===== config.mk =====
export PLATFORM = sky130hd
export DESIGN_NAME = spi_lcd_rx
export DESIGN_NICKNAME = d
export VERILOG_FILES = /design/src/rtl/spi_lcd_rx.sv
export SDC_FILE = /design/constraint.sdc
export NUM_CORES = 1
export LEC_CHECK = 0
export ABC_AREA = 1
export CORE_AREA = 2 2 123 125
export DETAILED_ROUTE_END_ITERATION = 8
export DIE_AREA = 0 0 125 127
export DONT_BUFFER_PORTS = 1
export GPL_TIMING_DRIVEN = 0
export PLACE_DENSITY = 0.76
export SLEW_MARGIN = 20
export SYNTH_ARGS = -nofsm -noshare
export SYNTH_HDL_FRONTEND = slang
export SYNTH_SLANG_ARGS = --single-unit

===== constraint.sdc =====
create_clock -name i_clk -period 2 [get_ports i_clk]
set_input_delay 0.4 -clock i_clk [delete_from_list [all_inputs] [get_ports i_clk]]
set_output_delay 0.4 -clock i_clk [all_outputs]
set_load 0.02 [all_outputs]

===== src/rtl/spi_lcd_rx.sv =====
// spi_lcd_rx: display-side SPI responder for loopback self-test of the picture path.
// It decodes the 4-wire display stream (CS, DC, MOSI, SCLK mode 0) and tracks the
// CASET/RASET windows. Under RAMWR it emits one addressed 24-bit pixel for every
// 3 data bytes.
// Ports:
//   i_clk, i_rst_n       system clock (>= 4x SCLK), async active-low reset
//   i_sclk, i_cs, i_dc,  raw SPI inputs (CS active low, DC 0=command 1=data)
//   i_mosi
//   o_px_valid           one-cycle pixel write pulse with o_px_x/o_px_y/o_px_rgb
//   o_cmd_valid, o_cmd   one-cycle pulse per command byte, last command byte
//   o_frame_done         pulses with the pixel written at (XE,YE)
module spi_lcd_rx #(
  parameter int unsigned COL_MAX = 239,
  parameter int unsigned ROW_MAX = 319,
  parameter int unsigned AW      = 12
) (
  input  logic          i_clk,
  input  logic          i_rst_n,
  input  logic          i_sclk,
  input  logic          i_cs,
  input  logic          i_dc,
  input  logic          i_mosi,
  output logic          o_px_valid,
  output logic [AW-1:0] o_px_x,
  output logic [AW-1:0] o_px_y,
  output logic [23:0]   o_px_rgb,
  output logic          o_cmd_valid,
  output logic [7:0]    o_cmd,
  output logic          o_frame_done
);

  localparam logic [2:0] S_IDLE  = 3'd0;
  localparam logic [2:0] S_CASET = 3'd1;
  localparam logic [2:0] S_RASET = 3'd2;
  localparam logic [2:0] S_RAMWR = 3'd3;
  localparam logic [2:0] S_OTHER = 3'd4;

  // Two-stage synchronizers plus one aligned stage carrying the registered SCLK rise
  logic [1:0] sclk_sync, cs_sync, dc_sync, mosi_sync;
  logic       sclk_d, rise_q, cs_q, dc_q, mosi_q;

  always_ff @(posedge i_clk or negedge i_rst_n) begin
    if (!i_rst_n) begin
      sclk_sync <= 2'b00;
      cs_sync   <= 2'b11;
      dc_sync   <= 2'b00;
      mosi_sync <= 2'b00;
      sclk_d    <= 1'b0;
      rise_q    <= 1'b0;
      cs_q      <= 1'b1;
      dc_q      <= 1'b0;
      mosi_q    <= 1'b0;
    end else begin
      sclk_sync <= {sclk_sync[0], i_sclk};
      cs_sync   <= {cs_sync[0], i_cs};
      dc_sync   <= {dc_sync[0], i_dc};
      mosi_sync <= {mosi_sync[0], i_mosi};
      sclk_d    <= sclk_sync[1];
      rise_q    <= sclk_sync[1] & ~sclk_d;
      cs_q      <= cs_sync[1];
      dc_q      <= dc_sync[1];
      mosi_q    <= mosi_sync[1];
    end
  end

  // Byte assembly; deselect drops partial bits, but decode context survives
  logic [2:0] bit_cnt;
  logic [6:0] shreg;
  logic       byte_vld, byte_dc;
  logic [7:0] byte_q;

  always_ff @(posedge i_clk or negedge i_rst_n) begin
    if (!i_rst_n) begin
      bit_cnt  <= 3'd0;
      shreg    <= 7'd0;
      byte_vld <= 1'b0;
      byte_dc  <= 1'b0;
      byte_q   <= 8'd0;
    end else begin
      byte_vld <= 1'b0;
      if (cs_q) begin
        bit_cnt <= 3'd0;
      end else if (rise_q) begin
        shreg   <= {shreg[5:0], mosi_q};
        bit_cnt <= bit_cnt + 3'd1;
        if (bit_cnt == 3'd7) begin
          byte_vld <= 1'b1;
          byte_q   <= {shreg, mosi_q};
          byte_dc  <= dc_q;
        end
      end
    end
  end

  // Decode state
  logic [2:0]    state, state_n;
  logic [AW-1:0] xs, xe, ys, ye, x, y;
  logic [AW-1:0] xs_n, xe_n, ys_n, ye_n, x_n, y_n;
  logic [1:0]    idx, idx_n, phase, phase_n;
  logic [7:0]    r_q, g_q, r_n, g_n;
  logic          px_valid_n, cmd_valid_n, frame_done_n;
  logic [AW-1:0] px_x_n, px_y_n;
  logic [23:0]   px_rgb_n;
  logic [7:0]    cmd_n;
  logic [15:0]   xs16, xe16, ys16, ye16;

  assign xs16 = 16'(xs);
  assign xe16 = 16'(xe);
  assign ys16 = 16'(ys);
  assign ye16 = 16'(ye);

  always_ff @(posedge i_clk or negedge i_rst_n) begin
    if (!i_rst_n) begin
      state        <= S_IDLE;
      xs           <= '0;
      xe           <= AW'(COL_MAX);
      ys           <= '0;
      ye           <= AW'(ROW_MAX);
      x            <= '0;
      y            <= '0;
      idx          <= 2'd0;
      phase        <= 2'd0;
      r_q          <= 8'd0;
      g_q          <= 8'd0;
      o_px_valid   <= 1'b0;
      o_px_x       <= '0;
      o_px_y       <= '0;
      o_px_rgb     <= 24'd0;
      o_cmd_valid  <= 1'b0;
      o_cmd        <= 8'd0;
      o_frame_done <= 1'b0;
    end else begin
      state        <= state_n;
      xs           <= xs_n;
      xe           <= xe_n;
      ys           <= ys_n;
      ye           <= ye_n;
      x            <= x_n;
      y            <= y_n;
      idx          <= idx_n;
      phase        <= phase_n;
      r_q          <= r_n;
      g_q          <= g_n;
      o_px_valid   <= px_valid_n;
      o_px_x       <= px_x_n;
      o_px_y       <= px_y_n;
      o_px_rgb     <= px_rgb_n;
      o_cmd_valid  <= cmd_valid_n;
      o_cmd        <= cmd_n;
      o_frame_done <= frame_done_n;
    end
  end

  // Next-state: one step per completed byte
  always_comb begin
    state_n      = state;
    xs_n         = xs;
    xe_n         = xe;
    ys_n         = ys;
    ye_n         = ye;
    x_n          = x;
    y_n          = y;
    idx_n        = idx;
    phase_n      = phase;
    r_n          = r_q;
    g_n          = g_q;
    px_valid_n   = 1'b0;
    px_x_n       = o_px_x;
    px_y_n       = o_px_y;
    px_rgb_n     = o_px_rgb;
    cmd_valid_n  = 1'b0;
    cmd_n        = o_cmd;
    frame_done_n = 1'b0;
    if (byte_vld) begin
      if (!byte_dc) begin
        cmd_n       = byte_q;
        cmd_valid_n = 1'b1;
        idx_n       = 2'd0;
        phase_n     = 2'd0;
        case (byte_q)
          8'h2A:   state_n = S_CASET;
          8'h2B:   state_n = S_RASET;
          8'h2C: begin
            state_n = S_RAMWR;
            x_n     = xs;
            y_n     = ys;
          end
          default: state_n = S_OTHER;
        endcase
      end else begin
        case (state)
          S_CASET, S_RASET: begin
            // Window coordinates are 16-bit big-endian on the wire, kept to AW bits
            if (state == S_CASET) begin
              case (idx)
                2'd0:    xs_n = AW'({byte_q, xs16[7:0]});
                2'd1:    xs_n = AW'({xs16[15:8], byte_q});
                2'd2:    xe_n = AW'({byte_q, xe16[7:0]});
                default: xe_n = AW'({xe16[15:8], byte_q});
              endcase
            end else begin
              case (idx)
                2'd0:    ys_n = AW'({byte_q, ys16[7:0]});
                2'd1:    ys_n = AW'({ys16[15:8], byte_q});
                2'd2:    ye_n = AW'({byte_q, ye16[7:0]});
                default: ye_n = AW'({ye16[15:8], byte_q});
              endcase
            end
            idx_n = idx + 2'd1;
            if (idx == 2'd3) state_n = S_IDLE;
          end
          S_RAMWR: begin
            case (phase)
              2'd0: begin
                r_n     = byte_q;
                phase_n = 2'd1;
              end
              2'd1: begin
                g_n     = byte_q;
                phase_n = 2'd2;
              end
              default: begin
                px_valid_n = 1'b1;
                px_x_n     = x;
                px_y_n     = y;
                px_rgb_n   = {r_q, g_q, byte_q};
                phase_n    = 2'd0;
                // >= keeps an inverted window to one pixel per row / frame
                if (x >= xe) begin
                  x_n = xs;
                  if (y >= ye) begin
                    y_n          = ys;
                    frame_done_n = 1'b1;
                  end else begin
                    y_n = y + AW'(1);
                  end
                end else begin
                  x_n = x + AW'(1);
                end
              end
            endcase
          end
          default: ;
        endcase
      end
    end
  end

endmodule


==> results of run 1 <==
## cells by family after synthesis
kind of cell / after synthesis / share of synthesized area
XOR/XNOR: 13 / 0.0134
flip-flops: 187 / 0.552
buffers and inverters: 154 / 0.0710
AO/OA/AOI/OAI: 140 / 0.0863
adder cells (fa/ha/maj): 35 / 0.0514
AND/OR/NAND/NOR: 462 / 0.226
## worst reg2reg max path, delay by kind of cell (launching register included)
family,cells,cell delay (ns)
adder cells (fa/ha/maj),1,0.29
buffers and inverters,2,0.24
flip-flops,1,0.46
AND/OR/NAND/NOR,9,0.91
## layer usage
| metal | up-vias | wire length, um |
|---|---|---|
| met5 | - | 0 |
| met4 | 0 | 385 |
| met3 | 30 | 939 |
| met2 | 174 | 9570 |
| met1 | 3154 | 8300 |
| li1 | 3232 | - |
## per-stage QoR
stage / cells / cell area (um2) / utilization / power, mW / TNS (ns)
final: 1225 / 9740 / 0.675 / 7.26 / 0
after global routing: 1225 / 9740 / 0.675 / 7.49 / -0.930
after CTS: 1212 / 9410 / 0.652 / 7.32 / -0.101
after detailed placement: 1175 / 8740 / 0.606 / 3.97 / -2.56
after global placement: 1175 / 8740 / 0.606 / 3.96 / -2.31
after floorplan: 991 / 8510 / - / 3.95 / 0
## sequential cells by signal, summed over array words and instances (netlist names), 12 cells and up
name,cells
o_px_y,12
o_px_x,12
ye,12
xe,12
y,12
x,12
o_px_rgb,24
xs,12
ys,12
## power breakdown
part	internal (mW)	switching [mW]
clock	1.89	1.47
combinational	0.0209	0.0303
sequential	3.83	0.0196
total	5.74	1.52
## cell type report
class / count / area share
plain buffers: 32 / 0.0175
clock buffers: 20 / 0.0459
clock inverters: 12 / 0.0144
inverters: 121 / 0.0470
multi-input cells: 650 / 0.352
flip-flops and latches: 187 / 0.483
well taps: 184 / 0.0236
repair buffers: 19 / 0.0164
## cell usage after synthesis, types with 6 or more instances
cell,n,area share
clkbuf_1,19,0.0084
ha_1,35,0.051
o21ai_0,112,0.066
nand4_1,25,0.018
inv_1,112,0.049
inv_2,8,0.0035
a21oi_1,17,0.010
nand2_1,337,0.15
xor2_1,10,0.010
dfstp_2,17,0.052
nor2_1,30,0.013
nor3_1,6,0.0035
nand3_1,54,0.032
dfrtp_1,170,0.50
buf_2,9,0.0053
## timing repair
item                                    4_1_cts  5_1_grt
gates cloned                                  0        2
endpoints found under the setup margin       19       50
pin swaps                                     1       21
buffers inserted                              1       12
endpoints found under the hold margin       191      187
resized for setup                            12       55
## worst max path at each step
stage               startpoint  endpoint  slack, ns  depth (start not counted)
floorplan                ye[5]      y[2]       0.15                          9
global placement         ye[8]      y[8]      -0.17                         11
detailed placement       ye[8]      y[2]      -0.19                         11
CTS                      xe[7]      y[9]      -0.02                         13
global route             ye[3]      y[2]      -0.09                          9
finish                    x[9]      y[7]       0.06                         12
==> results by group, run 1 <==
Worst setup path
  • CP endpoint kind: flop
  • CP required: 2.37 ns
  • Worst Path Arrival: 2.31 ns
  • WP buf/inv: 2
  • R2r endpoint: y[7]
  • Crit-path leading delay family: simple AND/OR/NAND/NOR gates
  • R2R Setup Slk: 0.06 ns
  • Worst-path maximum fanout: 5
  • Slowest-stage cell, CP: dfrtp_2
  • Slowest cell delay on critical path: 0.46 ns
  • CP Launch Type: flop
  • Critical path cell sequence: ha_4 > nand2_1 > nor2_2 > nand2_2 > nor2_2 > nand2_4 > nand3_4 > nand2_4 > inv_2 > buf_6 > nand3_2 > nand2_1
  • RR Startpoint: x[9]
  • R2R cell count: 12
  • Worst setup path class: flop to flop

Synth
  • Cell Area, Synth: 8510 um2
  • Asr flop ratio synth: 1.00
  • Net Count, Synth: 1,032
  • Ys flop type: dfrtp_1
  • Post-synth EDFFs: 0
  • Count of cell types in the netlist: 32
  • Post-synthesis sequential area ratio: 0.552
  • Mean area per synthesized cell: 8.59 um2
  • Mapped Cells: 991
  • #FFs+latches synth: 187
  • YS warnings: 0

STA
  • Max transition margin: 0.549
  • Max Fclk: 515 MHz
  • Post-route minimum period: 1.94 ns
  • Clk_skew: 0.00697 ns
  • Max-slew violations: 0
  • Final setup vio count: 0
  • Worst setup margin: 0.0570 ns
  • Worst-margin pin slew: 0.677 ns
  • RSZ-0062 raised after global routing: true
  • Final hold vios: 187
  • Crit share post-route: 0.972
  • Hold Worst Slack: -0.347 ns

Floorplan
  • # IOs: 65
  • Die area: 15,900 um2
  • DIE WIDTH: 125 um
  • Std-Cell Rows: 44
  • Core area: 14,400 um2
  • Initial Utilization: 0.590
  • Die Y: 127 um

Placement
  • Placer Congestion: 0.858
  • Port Buf Inserts: 0
  • Dpl ws: -0.185 ns
  • Dpl hpwl: 12,600 um

Final layout
  • P&R area growth vs syn: 14.4%
  • Fraction of layout instances using a drive strength above 1: 0.130
  • Multi-input combinational cell area: 3420 um2
  • Filler cells: 1,127
  • Ant. Diodes: 0
  • Nets: 1,069
  • Commonest cells after routing, fill and taps aside: nand2_1 (329), dfrtp_1 (165), o21ai_0 (112)
  • Commonest non-fill, non-tap cell in the layout: nand2_1
  • Register area: 4710 um2

CTS
  • CTS buffer count: 17
  • # H-tree levels: 4
  • Post-CTS Hold Buffers: 4
  • Clock net sink count: 187
  • Worst-skew pair later-pin latency: 0.44 ns
  • CTS tree: done
  • CTS Root Cell: clkbuf_16
  • Clk slew on worst S/H paths: 0.07 ns
  • Clock Tree Buf Depth: 2

Global route
  • M3 GR Usage: 0.0540
  • Vias in the first global route: 6,319
  • Global Route Usage Sum: 0.249
  • Initial antenna violation count: 0
  • GR Overflow Total: 0
  • Gr busiest metal: met2
  • Grt met2 use: 0.419
  • First-pass GRT wire length: 31,300 um
  • Met1 Use GR: 0.325
  • Pin count of the biggest net entering global routing: 188

Routing
  • TritonRoute pass-1 iters: 6
  • Drt drc: 0
  • Detail Route Antenna Nets: 0
  • Routed vias: 6,590
  • Drt total wl: 19,200 um
  • Avg Vias per Cell: 5.38
  • Initial DRC count: 674
  • WL/cell: 15.7 um

Pwr
  • Worst vdd ir: 579 uV
  • Leakage: 4.66 nW
  • PD cells: 746 nW/um2

Min path
  • Worst hold path class: input port to asynchronous set/reset pin

Status
  • Status: complete, but fails checks
  • Failing checks: hold timing

Run
  • Max Cap Viol: 0
Power figures use the tool's default switching activity.
==> run 2: changes to the inputs <==
--- a/config.mk
+++ b/config.mk
@@ -12,6 +12,7 @@
 export DONT_BUFFER_PORTS = 1
 export GPL_TIMING_DRIVEN = 0
 export PLACE_DENSITY = 0.76
+export REMOVE_ABC_BUFFERS = 1
 export SLEW_MARGIN = 20
 export SYNTH_ARGS = -nofsm -noshare
 export SYNTH_HDL_FRONTEND = slang
==> run 2 against run 1 <==
Effect of this change: the run still ends with hold timing left; count of clock-buffer cells in the layout down 1; global-route usage down 0.73 points; register-to-register slack worse by 0.05 ns; critical endpoint is now y[6]; largest cell class unchanged; largest power group unchanged.
==> results by group, run 2 (synthesis results as in run 1) <==
Global route
  • Initial antenna violation count: 0 (unchanged)
  • Global Route Usage Sum: 0.241 (-0.00726)
  • GR Overflow Total: 0 (unchanged)
  • First-pass GRT wire length: 30,600 um (-2.4%)
  • Vias in the first global route: 6,241 (-1.2%)
  • Pin count of the biggest net entering global routing: 188 (unchanged)

STA
  • Max Fclk: 502 MHz (-2.5%)
  • Max transition margin: 0.635 (+0.0864)
  • Max-slew violations: 0 (unchanged)
  • RSZ-0062 raised after global routing: true
  • Worst-margin pin slew: 0.546 ns (-0.130 ns)
  • Crit share post-route: 0.996 (+0.0249)
  • Final setup vio count: 0 (unchanged)
  • Worst setup margin: 0.00725 ns (-0.0497 ns)
  • Clk_skew: 0.0135 ns (+0.00649 ns)
  • Hold Worst Slack: -0.349 ns (-0.00251 ns)
  • Final TNS setup: 0 ns (unchanged)
  • Final hold vios: 187 (unchanged)
  • Post-route minimum period: 1.99 ns (+0.0497 ns)

CTS
  • CTS tree: done
  • Post-CTS Hold Buffers: 4 (unchanged)
  • Clock Tree Buf Depth: 2 (unchanged)
  • Clk slew on worst S/H paths: 0.08 ns (about the same)
  • # H-tree levels: 4 (unchanged)
  • CTS buffer count: 17 (unchanged)
  • CTS Root Cell: clkbuf_16
  • Clock net sink count: 187 (unchanged)
  • Worst-skew pair later-pin latency: 0.44 ns (about the same)

Pwr
  • Seq pwr share: 0.536 (+0.006)
  • NetSw: 1.61 mW (+5.4%)
  • Design Power: 7.17 mW (-1.2%)
  • Logic pwr share: 0.007 (about the same)
  • PD cells: 737 nW/um2 (-1.1%)
  • Leakage: 4.66 nW (-0.18%)
  • Sw Ratio: 0.224 (+0.0141)
  • Worst vdd ir: 634 uV (+9.4%)
  • Internal power: 5.57 mW (-3.0%)
  • Clock Power Share: 0.457 (-0.006)

Floorplan
  • Core area: 14,400 um2 (unchanged)
  • Initial Utilization: 0.590 (unchanged)
  • # IOs: 65 (unchanged)
  • Std-Cell Rows: 44 (unchanged)
  • Die area: 15,900 um2 (unchanged)
  • DIE WIDTH: 125 um (unchanged)
  • Die Y: 127 um (unchanged)

Routing
  • Initial DRC count: 465 (-31%)
  • Avg Vias per Cell: 5.55 (+3.2%)
  • Detail Route Antenna Nets: 0 (unchanged)
  • WL/cell: 15.9 um (+1.4%)
  • Drt total wl: 19,200 um (about the same)
  • TritonRoute pass-1 iters: 6 (unchanged)
  • Drt drc: 0 (unchanged)
  • Routed vias: 6,702 (+1.7%)

Worst setup path
  • RR Startpoint: x[11]
  • R2R cell count: 11 (-1)
  • Worst setup path class: flop to flop
  • CP required: 2.32 ns (-0.05 ns)
  • R2r endpoint: y[6]
  • Worst Path Arrival: 2.31 ns (about the same)
  • CP endpoint: y[6]
  • Worst-path maximum fanout: 6 (+1)
  • R2R Setup Slk: 0.007 ns (-0.05 ns)
  • CP Launch Type: flop
  • CP Launch Point: x[11]
  • CP endpoint kind: flop

Status
  • Status: complete, but fails checks
  • Failing checks: hold timing

Run
  • Max Cap Viol: 0 (unchanged)

Final layout
  • Reg with most FFs: o_px_rgb
  • Filler cells: 1,151 (+2.1%)
  • Nets: 1,051 (-1.7%)
  • Fraction of layout instances using a drive strength above 1: 0.127 (-0.00261)
  • Register area: 4710 um2 (unchanged)
  • Ant. Diodes: 0 (unchanged)
  • Largest register FFs: 24 (unchanged)
  • P&R area growth vs syn: 14.2%
  • Commonest cells after routing, fill and taps aside: nand2_1 (330), dfrtp_1 (167), o21ai_0 (112)
  • Post-Layout Cell Count: 1,207 (-1.5%)
  • Multi-input combinational cell area: 3440 um2 (+0.58%)
  • Commonest non-fill, non-tap cell in the layout: nand2_1
  • Post-layout utilization of the core: 0.674 (-0.000694)

Placement
  • Port Buf Inserts: 0 (unchanged)
  • Dpl ws: -0.715 ns (-0.529 ns)
  • Placer Congestion: 0.826 (-3.7%)
  • Dpl hpwl: 11,300 um (-9.8%)
  • Inst Count DP: 1,146 (-2.5%)

Min path
  • Worst hold path class: input port to asynchronous set/reset pin
[run 2: cell count changes in the layout (fill, tap and decap cells not counted), sizes merged]
cell and change:
clkbuf -16, buf -8, bufinv -2, clkinv +2, inv +2, nand2 +2, nand3 +2, clkinvlp -1
nor2 +1
[run 2: final cells by class]
cell class,instances,share of cell area
clock buffers,19,0.0466
inverters,121,0.0491
repair buffers,28,0.0292
flip-flops and latches,187,0.484
clock inverters,13,0.0134
multi-input cells,655,0.354
well taps,184,0.0237
[run 2: repair_timing]
item	in CTS	in global routing
buffers inserted	7	12
pin swaps	4	15
resized for setup	14	43
setup endpoints to repair	115	64
endpoints found under the hold margin	191	187
cloned	0	6
[run 2: per-layer routing]
metal | up-vias | GRT usage | wire length [um]
met5 | - | 0 | 0
met2 | 217 | 0.392 | 9340
met1 | 3232 | 0.318 | 8250
met3 | 57 | 0.0477 | 946
met4 | 0 | 0.112 | 643
li1 | 3196 | - | -
[run 2: worst min path at each step]
stage                             end  depth (start not counted)  startpoint
final                     o_px_rgb[8]                          0     i_rst_n
after detailed placement  o_px_rgb[8]                          0     i_rst_n
after floorplan            bit_cnt[0]                          0     i_rst_n
after global placement    o_px_rgb[8]                          0     i_rst_n
after CTS                 o_px_rgb[8]                          0     i_rst_n
after global routing        o_px_y[0]                          0     i_rst_n
[run 2: worst max-delay path: stages (launching register included)]
cell     delay (ns)
dfrtp_2        0.45
ha_1           0.30
nand2_1        0.09
nor2_2         0.16
nand2_2        0.08
nor2_2         0.14
nand2_4        0.12
nand3_4        0.16
buf_6          0.14
nand2_4        0.07
nand2_1        0.10
nand2_1        0.07
[run 2: power by group through the flow]
stage / registers, mW / clock network, mW / logic [mW]
floorplan: 3.92 / 0 / 0.0343
global placement: 3.92 / 0 / 0.0426
detailed placement: 3.92 / 0 / 0.0433
CTS: 3.85 / 3.32 / 0.0502
global route: 3.85 / 3.46 / 0.0618
finish: 3.85 / 3.28 / 0.0493
[run 2: per-stage QoR]
step	hold slack, ns	instance area [um2]
4_1_cts	-0.358	9370
6_report	-0.349	9730
2_1_floorplan	0.104	8360
3_5_place_dp	0.109	8640
3_3_place_gp	0.109	8590
5_1_grt	-0.367	9730
==> run 3: changes to the inputs <==
--- a/config.mk
+++ b/config.mk
@@ -6,12 +6,12 @@
 export NUM_CORES = 1
 export LEC_CHECK = 0
 export ABC_AREA = 1
+export BUFFER_PORTS_ARGS = -buffer_cell sky130_fd_sc_hd__buf_2
 export CORE_AREA = 2 2 123 125
 export DETAILED_ROUTE_END_ITERATION = 8
 export DIE_AREA = 0 0 125 127
-export DONT_BUFFER_PORTS = 1
 export GPL_TIMING_DRIVEN = 0
-export PLACE_DENSITY = 0.76
+export PLACE_DENSITY = 0.8
 export REMOVE_ABC_BUFFERS = 1
 export SLEW_MARGIN = 20
 export SYNTH_ARGS = -nofsm -noshare
==> run 3 against run 2 <==
Effect of this change: the flow now finishes without violations; clock skew shrank 0.0051 ns; register-to-register slack is essentially flat; non-clock buffer count grew 65; critical path depth shrank 1; total power shrank 0.83%; wire length shrank 2.2%; sequential share of layout area shrank 0.98 points; sequential cell count is the same; critical path type unchanged; critical endpoint is now x[10]; largest power group unchanged.
==> results by group, run 3 (synthesis results as in run 1) <==
Final layout
  • Largest register FFs: 24 (unchanged)
  • Post-Layout Inst Area: 9930 um2 (+2.1%)
  • Commonest cells after routing, fill and taps aside: nand2_1 (332), dfrtp_1 (167), inv_1 (112), o21ai_0 (112), buf_2 (63)
  • Multi-input combinational cell area: 3350 um2 (-2.6%)
  • Filler cells: 1,093 (-5.0%)
  • Post-Layout Cell Count: 1,267 (+5.0%)
  • Post-layout utilization of the core: 0.688 (+0.0140)
  • Register area: 4710 um2 (unchanged)
  • Ant. Diodes: 0 (unchanged)
  • P&R area growth vs syn: 16.6%
  • Nets: 1,111 (+5.7%)
  • Reg with most FFs: o_px_rgb
  • Commonest non-fill, non-tap cell in the layout: nand2_1
  • Fraction of layout instances using a drive strength above 1: 0.167 (+0.0401)

STA
  • RSZ-0062 raised after global routing: true
  • Max-slew violations: 0 (unchanged)
  • Final setup vio count: 0 (unchanged)
  • Clk_skew: 0.00834 ns (-0.00512 ns)
  • Hold Worst Slack: 0.0583 ns (+0.407 ns)
  • Final TNS setup: 0 ns (unchanged)
  • Max Fclk: 502 MHz (about the same)
  • Crit share post-route: 0.996 (about the same)
  • Max transition margin: 0.616 (-0.0198)
  • Final hold vios: 0 (-100%)
  • Worst setup margin: 0.00787 ns (+0.000624 ns)
  • Worst-margin pin slew: 0.576 ns (+0.0296 ns)
  • Post-route minimum period: 1.99 ns (-0.000624 ns)

CTS
  • CTS buffer count: 17 (unchanged)
  • Clock Tree Buf Depth: 2 (unchanged)
  • Clock net sink count: 187 (unchanged)
  • # H-tree levels: 4 (unchanged)
  • Worst-skew pair later-pin latency: 0.44 ns (about the same)
  • CTS Root Cell: clkbuf_16
  • CTS tree: done
  • Clk slew on worst S/H paths: 0.07 ns (about the same)

Status
  • Status: complete, no violations

Routing
  • Initial DRC count: 512 (+10%)
  • Drt drc: 0 (unchanged)
  • Detail Route Antenna Nets: 0 (unchanged)
  • Drt total wl: 18,700 um (-2.2%)
  • TritonRoute pass-1 iters: 5 (-1)
  • WL/cell: 14.8 um (-6.9%)
  • Routed vias: 6,752 (+0.75%)
  • Avg Vias per Cell: 5.33 (-4.0%)

Pwr
  • Internal power: 5.53 mW (-0.61%)
  • Design Power: 7.11 mW (-0.83%)
  • Seq pwr share: 0.541 (+0.005)
  • Worst vdd ir: 538 uV (-15%)
  • PD cells: 716 nW/um2 (-2.8%)
  • Clock Power Share: 0.440 (-0.017)
  • NetSw: 1.58 mW (-1.6%)
  • Logic pwr share: 0.019 (+0.012)
  • Leakage: 4.98 nW (+7.0%)
  • Sw Ratio: 0.222 (-0.00178)

Global route
  • First-pass GRT wire length: 31,100 um (+1.5%)
  • Pin count of the biggest net entering global routing: 101 (-46%)
  • Global Route Usage Sum: 0.245 (+0.00315)
  • Initial antenna violation count: 0 (unchanged)
  • Vias in the first global route: 6,448 (+3.3%)
  • GR Overflow Total: 0 (unchanged)

Placement
  • Port Buf Inserts: 64 (+64)
  • Inst Count DP: 1,212 (+5.8%)
  • DP Area: 9020 um2 (+4.5%)
  • Placer Congestion: 0.866 (+4.8%)
  • Dpl ws: -0.689 ns (+0.0259 ns)
  • Dpl hpwl: 12,000 um (+5.8%)

Worst setup path
  • Worst Path Arrival: 2.32 ns (about the same)
  • CP endpoint kind: flop
  • CP required: 2.33 ns (about the same)
  • CP Launch Type: flop
  • Worst-path maximum fanout: 5 (-1)
  • Worst setup path class: flop to flop

Floorplan
  • Die area: 15,900 um2 (unchanged)
  • # IOs: 65 (unchanged)
  • Die Y: 127 um (unchanged)
  • Std-Cell Rows: 44 (unchanged)
  • Core area: 14,400 um2 (unchanged)
  • DIE WIDTH: 125 um (unchanged)
  • Initial Utilization: 0.590 (unchanged)

Min path
  • Worst hold path class: input port to flop

Run
  • Max Cap Viol: 0 (unchanged)
[run 3: worst max-delay path, cell delays in order (launching register included)]
cell and delay, ns:
dfstp_2 0.51, inv_1 0.06, ha_1 0.34, a21oi_2 0.21, nor2_2 0.08, nor2_4 0.18, nand2_2 0.11, nor2_4 0.19
nand2_1 0.08, nand3_1 0.07, nand2_1 0.06
[run 3: power by group through the flow]
stage	clock network, mW	registers, mW	logic, mW
floorplan	0	3.92	0.0343
global placement	0	3.92	0.121
detailed placement	0	3.92	0.140
CTS	3.17	3.85	0.142
global route	3.33	3.85	0.162
finish	3.13	3.85	0.135
[run 3: final timing paths]
check,from,to,slack (ns),cells after the start
max,xe[5],x[10],0.008,10
min,i_cs,cs_sync[0],0.06,1
max reg2reg,xe[5],x[10],0.008,10
min reg2reg,sclk_sync[0],sclk_sync[1],0.35,0
max in group asynchronous,i_rst_n,xe[2],0.51,4
min in group asynchronous,i_rst_n,y[3],0.40,2
[run 3: final cells by class]
| type | count | share of cell area |
|---|---|---|
| Multi-Input combinational cell | 650 | 0.338 |
| Clock buffer | 21 | 0.0464 |
| Sequential cell | 187 | 0.474 |
| Tap cell | 184 | 0.0232 |
| Timing Repair Buffer | 93 | 0.0639 |
| Inverter | 121 | 0.0463 |
| Clock inverter | 11 | 0.00832 |
[run 3: timing repair]
action | in CTS | in global routing
endpoints found under the hold margin | 26 | 0
resized for setup | 15 | 22
endpoints found under the setup margin | 130 | 54
hold buffers | 1 | 0
pin swaps | 4 | 12
setup buffers | 8 | 14
[run 3: per-layer routing]
layer | part of all wire | routed length, um | global-route usage
met4 | 0.022 | 414 | 0.0980
met5 | 0 | 0 | 0
met3 | 0.044 | 829 | 0.0465
met1 | 0.43 | 8120 | 0.322
met2 | 0.50 | 9390 | 0.406
